File: src/rtl/vga_timing_pkg.sv
`default_nettype none
// vga_timing_pkg: default VGA timing constants and lock-controller state encoding.
// Rev 1.0
package vga_timing_pkg;

    localparam int unsigned DEF_THRESHOLD_HSYNC = 1024;
    localparam int unsigned DEF_THRESHOLD_VSYNC = 768;
    localparam int unsigned DEF_WHOLE_LINE      = 1368;
    localparam int unsigned DEF_WHOLE_FRAME     = 806;
    localparam int unsigned DEF_COUNTER_SIZE    = 11;
    localparam int unsigned DEF_LOCK_LINES      = 4;

    typedef enum logic [1:0] {
        ST_SEARCH = 2'd0,
        ST_VERIFY = 2'd1,
        ST_LOCKED = 2'd2
    } sync_state_t;

endpackage
`default_nettype wire

File: src/rtl/vga_edge_detect.sv
`default_nettype none
// vga_edge_detect: one register stage on a sync input with rise/fall strobes.
// Rev 1.0
module vga_edge_detect (
    input  logic clk,
    input  logic rst,
    input  logic sync_in,
    output logic sync_q,
    output logic rise,
    output logic fall
);

    always_ff @(posedge clk) begin
        if (rst) begin
            sync_q <= 1'b0;
        end else begin
            sync_q <= sync_in;
        end
    end

    assign rise = sync_in & ~sync_q;
    assign fall = ~sync_in & sync_q;

endmodule
`default_nettype wire

File: src/rtl/vga_sync_decoder.sv
`default_nettype none
// vga_sync_decoder: recovers pixel coordinates, line/frame strobes and lock status from VGA syncs.
// Rev 1.0
module vga_sync_decoder
    import vga_timing_pkg::*;
#(
    parameter int unsigned THRESHOLD_HSYNC = DEF_THRESHOLD_HSYNC,
    parameter int unsigned THRESHOLD_VSYNC = DEF_THRESHOLD_VSYNC,
    parameter int unsigned WHOLE_LINE      = DEF_WHOLE_LINE,
    parameter int unsigned WHOLE_FRAME     = DEF_WHOLE_FRAME,
    parameter int unsigned COUNTER_SIZE    = DEF_COUNTER_SIZE,
    parameter int unsigned LOCK_LINES      = DEF_LOCK_LINES
) (
    input  logic                    control_clock,
    input  logic                    control_reset,
    input  logic                    h_sync,
    input  logic                    v_sync,
    output logic [COUNTER_SIZE-1:0] pixel_x,
    output logic [COUNTER_SIZE-1:0] pixel_y,
    output logic                    display_en,
    output logic                    line_start,
    output logic                    frame_start,
    output logic                    locked,
    output logic                    timing_err
);

    localparam int unsigned CW = $clog2(LOCK_LINES + 1);
    localparam logic [COUNTER_SIZE-1:0] CNT_MAX    = '1;
    localparam logic [COUNTER_SIZE-1:0] CNT_PRESAT = CNT_MAX - 1'b1;
    localparam logic [COUNTER_SIZE-1:0] LINE_LAST  = COUNTER_SIZE'(WHOLE_LINE - 1);
    localparam logic [COUNTER_SIZE-1:0] H_WIDTH    = COUNTER_SIZE'(THRESHOLD_HSYNC);
    localparam logic [COUNTER_SIZE-1:0] F_LINES    = COUNTER_SIZE'(WHOLE_FRAME);
    localparam logic [COUNTER_SIZE-1:0] V_WIDTH    = COUNTER_SIZE'(THRESHOLD_VSYNC);
    localparam logic [CW-1:0]           LOCK_CNT   = CW'(LOCK_LINES);

    logic h_q, h_rise, h_fall;
    logic v_q, v_rise, v_fall;
    logic h_armed, v_armed, v_pending, line_good;
    logic line_bad, frame_bad, timeout;
    logic [COUNTER_SIZE-1:0] h_high_len, v_high_len, frame_lines;
    sync_state_t   state, state_next;
    logic [CW-1:0] good_count, count_next;

    vga_edge_detect u_h_edge (
        .clk     (control_clock),
        .rst     (control_reset),
        .sync_in (h_sync),
        .sync_q  (h_q),
        .rise    (h_rise),
        .fall    (h_fall)
    );

    vga_edge_detect u_v_edge (
        .clk     (control_clock),
        .rst     (control_reset),
        .sync_in (v_sync),
        .sync_q  (v_q),
        .rise    (v_rise),
        .fall    (v_fall)
    );

    assign display_en = h_q & v_q;

    // Period is pixel_x+1 at the next rise; pulse widths are latched at the falling edges.
    assign line_bad  = h_rise & h_armed & ((pixel_x != LINE_LAST) | (h_high_len != H_WIDTH));
    assign frame_bad = v_rise & v_armed & ((frame_lines != F_LINES) | (v_high_len != V_WIDTH));
    assign timeout   = ~h_rise & (pixel_x == CNT_PRESAT);

    always_ff @(posedge control_clock) begin
        if (control_reset) begin
            pixel_x     <= '0;
            pixel_y     <= '0;
            line_start  <= 1'b0;
            frame_start <= 1'b0;
            timing_err  <= 1'b0;
            line_good   <= 1'b0;
            v_pending   <= 1'b0;
            h_armed     <= 1'b0;
            v_armed     <= 1'b0;
            h_high_len  <= '0;
            v_high_len  <= '0;
            frame_lines <= '0;
        end else begin
            line_start  <= h_rise;
            frame_start <= h_rise & (v_rise | v_pending);
            line_good   <= h_rise & h_armed & ~line_bad;
            timing_err  <= line_bad | frame_bad | timeout;

            if (h_rise) begin
                pixel_x <= '0;
            end else if (pixel_x != CNT_MAX) begin
                pixel_x <= pixel_x + 1'b1;
            end

            if (h_rise) begin
                if (v_rise | v_pending) begin
                    pixel_y <= '0;
                end else if (pixel_y != CNT_MAX) begin
                    pixel_y <= pixel_y + 1'b1;
                end
            end

            if (h_rise) begin
                v_pending <= 1'b0;
            end else if (v_rise) begin
                v_pending <= 1'b1;
            end

            if (timeout) begin
                h_armed <= 1'b0;
            end else if (h_rise) begin
                h_armed <= 1'b1;
            end

            if (v_rise) begin
                v_armed <= 1'b1;
            end

            if (h_fall) begin
                h_high_len <= pixel_x + 1'b1;
            end

            if (v_fall) begin
                v_high_len <= frame_lines;
            end

            if (v_rise) begin
                frame_lines <= COUNTER_SIZE'(h_rise);
            end else if (h_rise && (frame_lines != CNT_MAX)) begin
                frame_lines <= frame_lines + 1'b1;
            end
        end
    end

    always_ff @(posedge control_clock) begin
        if (control_reset) begin
            state      <= ST_SEARCH;
            good_count <= '0;
            locked     <= 1'b0;
        end else begin
            state      <= state_next;
            good_count <= count_next;
            locked     <= (state_next == ST_LOCKED);
        end
    end

    // The line that lifts the FSM out of SEARCH counts toward lock if it measured good.
    always_comb begin
        state_next = state;
        count_next = good_count;
        case (state)
            ST_SEARCH: begin
                if (line_start && !timing_err) begin
                    state_next = ST_VERIFY;
                    count_next = line_good ? CW'(1) : '0;
                end
            end
            ST_VERIFY: begin
                if (timing_err) begin
                    state_next = ST_SEARCH;
                    count_next = '0;
                end else if (line_good) begin
                    if (good_count + 1'b1 == LOCK_CNT) begin
                        state_next = ST_LOCKED;
                        count_next = '0;
                    end else begin
                        count_next = good_count + 1'b1;
                    end
                end
            end
            ST_LOCKED: begin
                if (timing_err) begin
                    state_next = ST_SEARCH;
                    count_next = '0;
                end
            end
            default: begin
                state_next = ST_SEARCH;
                count_next = '0;
            end
        endcase
    end

endmodule
`default_nettype wire

File: config.mk
export PLATFORM = sky130hd
export DESIGN_NAME = vga_sync_decoder
export DESIGN_NICKNAME = d
export VERILOG_FILES = /design/src/rtl/vga_timing_pkg.sv /design/src/rtl/vga_edge_detect.sv /design/src/rtl/vga_sync_decoder.sv
export SDC_FILE = /design/constraint.sdc
export NUM_CORES = 1
export LEC_CHECK = 0
export CAP_MARGIN = 5
export CORE_MARGIN = 3
export CORE_UTILIZATION = 26
export CTS_BUF_LIST = sky130_fd_sc_hd__clkbuf_16
export CTS_CLUSTER_DIAMETER = 150
export DETAILED_ROUTE_END_ITERATION = 10
export GPL_TIMING_DRIVEN = 0
export MAX_ROUTING_LAYER = met4
export SYNTH_ARGS = -nofsm -noshare
export SYNTH_HDL_FRONTEND = slang
export SYNTH_SLANG_ARGS = --single-unit
File: constraint.sdc
create_clock -name control_clock -period 1.55 [get_ports control_clock]
set_input_delay 0.31 -clock control_clock [delete_from_list [all_inputs] [get_ports control_clock]]
set_output_delay 0.31 -clock control_clock [all_outputs]
set_load 0.03 [all_outputs]
==> results of run 1 <==
-- power by group through the flow --
stage / sequential, mW / clock, mW / combinational [mW]
finish: 1.86 / 1.99 / 0.284
global placement: 1.91 / 0 / 0.255
floorplan: 1.92 / 0 / 0.156
CTS: 1.87 / 2.03 / 0.275
detailed placement: 1.91 / 0 / 0.257
global route: 1.87 / 2.14 / 0.311
-- layer usage --
metal / vias to the layer above / GRT usage / part of all wire
met5: - / - / 0
met1: 1406 / 0.160 / 0.47
met4: 0 / 0.0403 / 0.013
met3: 8 / 0.0294 / 0.034
li1: 1483 / - / -
met2: 49 / 0.192 / 0.48
-- area by class of cell --
cell class              instances  area (um2)
fillers                      1235        7730
multi-input cells             271        1870
flip-flops and latches         70        1460
repair buffers                 47         374
clock buffers                   9         225
well taps                     168         210
plain buffers                  18        98.8
clock inverters                 7        65.1
inverters                       8        30.0
-- registers in the layout, indices dropped and copies added, names as in the netlist, 2 cells and up --
register / cells
good_count: 3
frame_lines: 11
h_high_len: 11
pixel_y: 11
state: 2
pixel_x: 11
v_high_len: 11
-- worst max-delay path, cell delays in order (launching register included) --
cell and delay (ns):
dfxtp_4 0.38, ha_4 0.17, nand4_4 0.15, or3_4 0.44
o31a_1 0.13, o32ai_1 0.21
-- worst min-delay path by stage --
stage,depth (start not counted),start,endpoint,slack [ns]
floorplan,2,v_high_len[9],v_high_len[9],0.43
global placement,2,v_high_len[9],v_high_len[9],0.44
detailed placement,2,h_armed,line_good,0.45
CTS,2,control_reset,u_h_edge.sync_q,0.42
global route,2,v_high_len[6],v_high_len[6],0.48
finish,2,control_reset,u_h_edge.sync_q,0.42
-- timing repair --
action,CTS,global route
endpoints found under the hold margin,0,0
setup buffers,11,9
gates resized for setup,62,50
pin swaps,8,14
setup endpoints to repair,52,43
-- per-stage QoR --
stage / TNS, ns / cells
2_1_floorplan: -0.0262 / 369
3_3_place_gp: -14.08 / 566
3_5_place_dp: -14.71 / 566
4_1_cts: 0 / 591
5_1_grt: -0.113 / 598
6_report: -0.0162 / 598
-- kinds of logic (layout without fill, tap and decap cells) --
group,after synthesis,count (layout)
and+or+nand+nor,154,154
DFF,70,70
adders and majority gates,8,8
buffers and inverters,28,89
AOI/OAI and AO/OA,95,95
xor gates and xnor gates,12,12
muxes,2,2
-- synthesized netlist by cell type, drive strengths merged (6+ instances only) --
master  count  share of area
dfxtp      70           0.43
nand2      42          0.049
a21oi      37          0.057
nor2       26          0.030
o21ai      16          0.025
nand4      14          0.036
a211oi     12          0.028
clkbuf     12          0.014
nand3      12          0.019
and3        8          0.016
buf         8          0.014
ha          8          0.031
inv         8         0.0093
nor3        8          0.019
xor2        8          0.022
nor2b       7          0.014
a31oi       6          0.012
-- cell usage in the layout (no fill, tap or decap), drive strengths merged, types with 3 or more instances in the layout --
cell type / n
or3: 3
nor4b: 3
nand4: 14
inv: 8
and3: 8
a21oi: 37
nor3: 8
o2111ai: 3
dlygate4sd2: 18
clkbuf: 24
or4: 4
nand3: 12
and2: 5
a211oi: 12
and4: 4
ha: 8
o21ai: 16
nand2: 42
nor4: 4
clkdlybuf4s15: 5
dfxtp: 70
o311ai: 3
nor2: 26
a31oi: 6
xor2: 8
buf: 27
nor2b: 7
nand2b: 3
xnor2: 4
clkinv: 5
==> out/results.txt, run 1 <==
status: complete, but fails checks
failing checks: setup timing
final hold vios: 0
crit path DAT: 1.80 ns
placed instance area: 3750 um2
via count of the first global-routing pass: 2,916
Inserted Clock Buffers: 9
total core area: 12,100 um2
initial DRC count: 128
Post-Synth Simple-Gate Area: 0.270
Synth Area in Adders: 0.0310
EDFF count, synth: 0
die area: 13,800 um2
via count: 2,946
CP startpoint: pixel_y[0]
largest net degree at the start of global routing: 13
CP endpoint kind: flip-flop
number of diodes: 0
Clock Skews: 0.00795 ns
final worst-path cycle share: 1.01
Total Routed Length: 8380 um
antenna violations before repair: 0
fin area: 4330 um2
dpl hpwl: 5730 um
H-Tree Depth: 3
R2R depth: 5
GPL Wtd Cong: 0.889
Die Width: 117 um
post-synthesis sequential area ratio: 0.434
Pint: 3.16 mW
commonest register cell after synthesis: dfxtp_1
pins over their slew limit: 0
mux cell area share after synthesis: 0.00620
Max FO, Critical Path: 6
synth warn: 0
#FFs+latches synth: 70
Setup CP Type: reg -> reg
mapped cell area: 3230 um2
Routed WL per cell: 14.0 um
first-pass GRT wire length: 14,000 um
ys async rst share: 0
unrepaired setup endpoints after global routing: true
clk root buf: clkbuf_16
minimum clock period: 1.57 ns
# IOs: 31
vias per cell: 4.93
clock sink total: 70
pre-CTS setup slack: -0.516 ns
worst reg2reg path endpoint: pixel_y[7]
CP startpoint kind: flip-flop
Hold-fix buffers, CTS: 0
static leakage: 1.63 nW
Distinct cells, synth: 55
share of cells above drive strength 1: 0.242
clock share of power: 0.481
Synthesized Nets: 381
slack of the worst reg-to-reg path: -0.02 ns
combinational cell fraction of total power: 0.069
number of max-cap violations: 0
GR Overflow Total: 0
worst slew pin tran: 0.518 ns
IO Port Bufs: 29
Hold/Removal Path Class: in -> reg
area grow syn2layout: 34.2%
Syn Inst Count: 369
Syn Area/Cell: 8.75 um2
post-synthesis compound-gate area fraction: 0.188
remaining antenna violation count: 0
Global Route Usage Sum: 0.124
Clk pin slew, worst setup/hold paths: 0.06 ns
sw frac: 0.235
Max VDD drop: 0.548 mV
Fmax achieved: 639 MHz
post-layout power: 4.13 mW
WHS: 0.418 ns
CP Data Required Time: 1.79 ns
final setup fails: 1
Die Y-Extent: 117 um
Remaining DRCs: 0
final design utilization: 0.359
setup slack after layout: -0.0162 ns
Sequential Power Share: 0.450
clk_lat worst skew: 0.33 ns
Starting Density: 0.268
DRT Pass-1 Iters: 4
Slew HR: 0.655
XOR/XNOR share of the synthesized area: 0.0326
Final #Nets: 437
r2r startpoint: pixel_y[0]
largest family of logic cells by synthesized area: simple AND/OR/NAND/NOR gates
Cell Rows: 40
CTS tree: built
pwr/cell area: 955 nW/um2
Critical Path Sink: pixel_y[7]
Max clock buf depth: 2
net switching power: 971 uW
(Power assumes the default switching activity.)
==> run 2: changes to the inputs <==
--- a/config.mk
+++ b/config.mk
@@ -6,13 +6,14 @@
 export NUM_CORES = 1
 export LEC_CHECK = 0
 export CAP_MARGIN = 5
-export CORE_MARGIN = 3
+export CORE_MARGIN = 10
 export CORE_UTILIZATION = 26
 export CTS_BUF_LIST = sky130_fd_sc_hd__clkbuf_16
 export CTS_CLUSTER_DIAMETER = 150
 export DETAILED_ROUTE_END_ITERATION = 10
 export GPL_TIMING_DRIVEN = 0
 export MAX_ROUTING_LAYER = met4
+export SETUP_SLACK_MARGIN = 0.15
 export SYNTH_ARGS = -nofsm -noshare
 export SYNTH_HDL_FRONTEND = slang
 export SYNTH_SLANG_ARGS = --single-unit
==> out/results.txt, run 2 (same netlist as run 1, synthesis figures left out) <==
Clock Skews: 0.0105 ns (was 0.00795 ns)
Storage cell area: 1490 um2 (was 1460 um2)
minimum clock period: 1.53 ns (was 1.57 ns)
clk_lat worst skew: 0.34 ns (was 0.33 ns)
CP Data Required Time: 1.79 ns (about the same)
number of diodes: 0 (unchanged)
area grow syn2layout: 50.5% (was 34.2%)
final setup fails: 0 (was 1)
Max clock buf depth: 2 (unchanged)
CP startpoint kind: flip-flop (unchanged)
number of max-cap violations: 0 (unchanged)
pwr/cell area: 863 nW/um2 (was 955 nW/um2)
GR Overflow Total: 0 (unchanged)
Cell Rows: 40 (unchanged)
most common cell after layout, fill and taps aside: buf_4 (was dfxtp_1)
total core area: 12,100 um2 (unchanged)
Inserted Clock Buffers: 9 (unchanged)
die area: 17,300 um2 (was 13,800 um2)
vias per cell: 5.16 (was 4.93)
Remaining DRCs: 0 (unchanged)
Max FO, Critical Path: 5 (was 6)
share of cells above drive strength 1: 0.416 (was 0.242)
Starting Density: 0.268 (unchanged)
GPL Wtd Cong: 0.806 (was 0.889)
largest net degree at the start of global routing: 14 (was 13)
static leakage: 1.82 nW (was 1.63 nW)
setup slack after layout: 0.0249 ns (was -0.0162 ns)
Hold/Removal Path Class: in -> reg (unchanged)
Final #Nets: 466 (was 437)
Max VDD drop: 0.564 mV (was 0.548 mV)
Routed WL per cell: 15.7 um (was 14.0 um)
TNS Setup: 0 ns (was -0.0162 ns)
post-layout power: 4.19 mW (was 4.13 mW)
final worst-path cycle share: 0.984 (was 1.01)
Die Y-Extent: 131 um (was 117 um)
Hold-fix buffers, CTS: 0 (unchanged)
clock sink total: 70 (unchanged)
unrepaired setup endpoints after global routing: true (unchanged)
final hold vios: 0 (unchanged)
dpl hpwl: 6140 um (was 5730 um)
remaining antenna violation count: 0 (unchanged)
Die Width: 131 um (was 117 um)
# IOs: 31 (unchanged)
H-Tree Depth: 3 (unchanged)
Global Route Usage Sum: 0.110 (was 0.124)
pins over their slew limit: 0 (unchanged)
crit path DAT: 1.77 ns (was 1.80 ns)
area of the multi-input gates: 2070 um2 (was 1870 um2)
DRT Pass-1 Iters: 6 (was 4)
CP peak stage delay: 0.45 ns (was 0.44 ns)
clk root buf: clkbuf_16 (unchanged)
Slowest cell on crit path: or3_4 (unchanged)
first-pass GRT wire length: 15,600 um (was 14,000 um)
CP endpoint kind: flip-flop (unchanged)
CTS tree: built (unchanged)
antenna violations before repair: 0 (unchanged)
crit-path cells: ha_4 > nand4_4 > or3_4 > o31a_1 > o32ai_1 (unchanged)
IO Port Bufs: 29 (unchanged)
Clk pin slew, worst setup/hold paths: 0.06 ns (about the same)
Total Routed Length: 9830 um (was 8380 um)
via count: 3,233 (was 2,946)
status: completed (was complete, but fails checks)
worst slew pin tran: 0.526 ns (was 0.518 ns)
via count of the first global-routing pass: 3,098 (was 2,916)
most frequent cells in the layout: buf_4 (40), nand2_1 (39), dfxtp_1 (35), a21oi_1 (33), nor2_1 (25) (was dfxtp_1 (48), nand2_1 (41), a21oi_1 (33), nor2_1 (25))
pre-CTS setup slack: -0.526 ns (was -0.516 ns)
Fmax achieved: 656 MHz (was 639 MHz)
Slew HR: 0.649 (was 0.655)
initial DRC count: 233 (was 128)
Setup CP Type: reg -> reg (unchanged)
Fill cells: 1,158 (was 1,235)
[run 2: path summary, 6_finish.rpt]
| check | startpoint | endpoint | slack, ns | cells past startpoint |
|---|---|---|---|---|
| setup / recovery | pixel_y[1] | pixel_y[7] | 0.02 | 5 |
| hold / removal | control_reset | u_h_edge.sync_q | 0.42 | 2 |
| setup reg to reg | pixel_y[1] | pixel_y[7] | 0.02 | 5 |
| hold reg to reg | v_high_len[8] | v_high_len[8] | 0.46 | 2 |
[run 2: what timing repair did]
item | in CTS | in global routing
gates resized for setup | 154 | 75
endpoints found under the setup margin | 69 | 51
pin swaps | 25 | 33
setup buffers | 27 | 17
gates cloned | 0 | 1
[run 2: routing by layer]
metal	routed length [um]	vias to the layer above	global-route usage	part of all wire
met5	0	-	-	0
met4	119	0	0.0433	0.012
met3	421	16	0.0236	0.043
met2	4900	95	0.171	0.50
met1	4380	1577	0.135	0.45
li1	-	1545	-	-
[run 2: cell type report]
| type | instances | share of cell area |
|---|---|---|
| multi-input cells | 272 | 0.426 |
| flip-flops and latches | 70 | 0.307 |
| repair buffers | 73 | 0.124 |
| clock buffers | 10 | 0.0515 |
| well taps | 168 | 0.0433 |
| plain buffers | 20 | 0.0325 |
| clock inverters | 6 | 0.00850 |
| inverters | 8 | 0.00670 |
[run 2: power breakdown]
part / leakage (nW) / internal, mW / total, mW / switching (mW)
combinational: 1.09 / 0.130 / 0.334 / 0.205
sequential: 0.590 / 1.81 / 1.85 / 0.0362
clock: 0.146 / 1.18 / 2.01 / 0.823
total: 1.82 / 3.13 / 4.19 / 1.06
[run 2: through the flow]
stage	cell area, um2	hold slack [ns]	std cells	util
global placement	3840	0.442	566	0.318
finish	4860	0.419	627	0.403
CTS	4550	0.417	609	0.377
global route	4860	0.450	627	0.403
floorplan	3340	0.431	369	-
detailed placement	3840	0.450	566	0.318
[run 2: critical path, delay by kind of cell, from the launching register on]
family	cells	cell delay, ns
simple gates	2	0.57
flops	1	0.36
fa+ha+maj	1	0.17
compound gates	2	0.33
==> run 3: changes to the inputs <==
--- a/config.mk
+++ b/config.mk
@@ -14,6 +14,7 @@
 export GPL_TIMING_DRIVEN = 0
 export MAX_ROUTING_LAYER = met4
 export SETUP_SLACK_MARGIN = 0.15
+export SLEW_MARGIN = 40
 export SYNTH_ARGS = -nofsm -noshare
 export SYNTH_HDL_FRONTEND = slang
 export SYNTH_SLANG_ARGS = --single-unit
==> results of run 3 <==
No change in the layout: final DEF, timing and power equal those of run 2.
==> variant, RTL diff (config.mk and constraints of run 1) <==
The package constant `DEF_COUNTER_SIZE` goes from 11 to 22.
--- a/src/rtl/vga_timing_pkg.sv
+++ b/src/rtl/vga_timing_pkg.sv
@@ -8,5 +8,5 @@
     localparam int unsigned DEF_WHOLE_LINE      = 1368;
     localparam int unsigned DEF_WHOLE_FRAME     = 806;
-    localparam int unsigned DEF_COUNTER_SIZE    = 11;
+    localparam int unsigned DEF_COUNTER_SIZE    = 22;
     localparam int unsigned DEF_LOCK_LINES      = 4;
 
Interface: changed (resized pixel_x and pixel_y); port bits go from 31 to 53. No check against the original RTL was run, so the function may have changed too.
==> variant against run 1 <==
  * The run still ends with setup timing left
  * Clock skew grew 4.4 ps
  * Wire length grew 120%
  * Clock power grew 100%
  * Power grew 87%
  * Cell area grew 110%
  * Sequential power grew 75%
  * Setup slack lost 300 ps
  * Sequential cell count grew 55
  * Largest cell class unchanged
  * First-iteration DRC count grew to 2.6 times the old value
  * Worst hold slack lost 28 ps
  * Utilization grew 7.0 points
  * Area after synthesis grew 75%
==> variant: results (changes against run 1) <==
Worst hold path
  – Worst hold endpoint: u_v_edge.sync_q (was u_h_edge.sync_q)

Status
  – Result of the run: finished with violations (unchanged)
  – Failing checks: setup timing (unchanged)

GRT
  – Wire length of the first global-routing pass: 28.71 mm (was 14.03 mm)
  – Global routing met2 resource utilization: 0.2446 (was 0.1918)
  – Met3 capacity usage during global routing: 0.03349 (was 0.02941)
  – Maximum number of pins on one net before global-route repair: 17 (was 13)
  – Number of global-route vias before repair: 5593 (was 2916)
  – Global-route track usage on met1: 0.1891 (was 0.1600)

Final layout
  – Relative area of non-clock buffer cells in the final design: 0.1687 (was 0.1092)
  – Non-clock inverter count in the final layout: 12 (was 8)
  – Clock buf/inv share: 0.06559 (was 0.06701)
  – Register area: 2700 sq um (was 1456 sq um)
  – Layout cell share with drive strength beyond 1: 0.4418 (was 0.2419)
  – Fill cell instance count of the final layout: 2040 (was 1235)
  – Total number of multi-input combinational cells: 498 (was 271)

Timing
  – Final setup fails: 74 (was 1)
  – Summed negative setup slack over all endpoints: -9607 ps (was -16.17 ps)
  – Worst clock skew: 12.37 ps (was 7.949 ps)
  – Actual transition at the worst max-transition pin: 543.1 ps (was 518.1 ps)
  – Final worst setup slack: -316.6 ps (was -16.17 ps)
  – Hold Worst Slack: 389.8 ps (was 417.9 ps)

Yosys
  – Fraction of the mapped netlist area in compound gates: 0.1583 (was 0.1884)
  – Proportion of synthesized chip area in sequential cells: 0.4421 (was 0.4341)
  – Mux cell area share after synthesis: 0.005526 (was 0.006202)
  – Xor and xnor fraction of the mapped netlist area: 0.05261 (was 0.03256)
  – Largest cells by area after synthesis: dfxtp_1 44%, a21oi_1 7.0%, nand2_1 4.9% (was dfxtp_1 43%, a21oi_1 5.7%, nand2_1 4.9%)
  – FF+latch count, synth: 125 (was 70)
  – Number of distinct standard cells referenced by the synthesized netlist: 52 (was 55)
  – Synthesized-area fraction occupied by adder cells: 0.01547 (was 0.03101)

Route
  – Routed wire length per instance: 16.49 um (was 14.01 um)
  – Amount of wire on met2 after detailed routing: 9.477 mm (was 4.034 mm)
  – Met1 wire length: 8.290 mm (was 3.952 mm)

CTS
  – Clock latency at the later pin of the worst-skew pair: 420 ps (was 330 ps)
  – TritonCTS buffer count: 17 (was 9)

Placement
  – Weighted congestion at the end of routability-driven global placement: 0.8204 (was 0.8886)
  – Placement-stage cell area: 6882 sq um (was 3751 sq um)

Setup path
  – Slowest Stage Delay on Critical Path: 500 ps (was 440 ps)
  – Worst setup startpoint: frame_lines[5] (was pixel_y[0])

Power and ir drop
  – Reported leakage power: 0.003216 uW (was 0.001632 uW)

Floorplanning
  – Core Box Area: 21220 sq um (was 12060 sq um)
[variant: changes by cell type after synthesis, sizes merged, moves of 6 or more]
cell    before  now
nor3b        1    7
nand3       12   25
nand2       42   74
xnor2        4   24
nor4         4   23
clkbuf      12   27
dfxtp       70  125
a21oi       37   79
a211oi      12   25
nand4       14   23
nor2        26   57
o31ai        2    8
or3          3   19
[variant: power breakdown]
part,switching [uW],internal (uW),total (uW),leakage (uW)
Clock,1520,2520,4040,0.000299
Combinational,267,152,419,0.00186
Sequential,56.8,3200,3260,0.00106
Total,1840,5880,7720,0.00322
[variant: critical path: cells and delay by family (launching register included)]
kind | cells | cell delay, ps
AO/OA/AOI/OAI | 2 | 560
flip-flops | 1 | 380
AND/OR/NAND/NOR | 3 | 840
[variant: what timing repair did]
| action | in CTS | in global routing |
|---|---|---|
| buffers inserted | 56 | 39 |
| pin swaps | 43 | 38 |
| gates resized for setup | 226 | 136 |
| endpoints found under the setup margin | 166 | 107 |
| gates cloned | 4 | 1 |
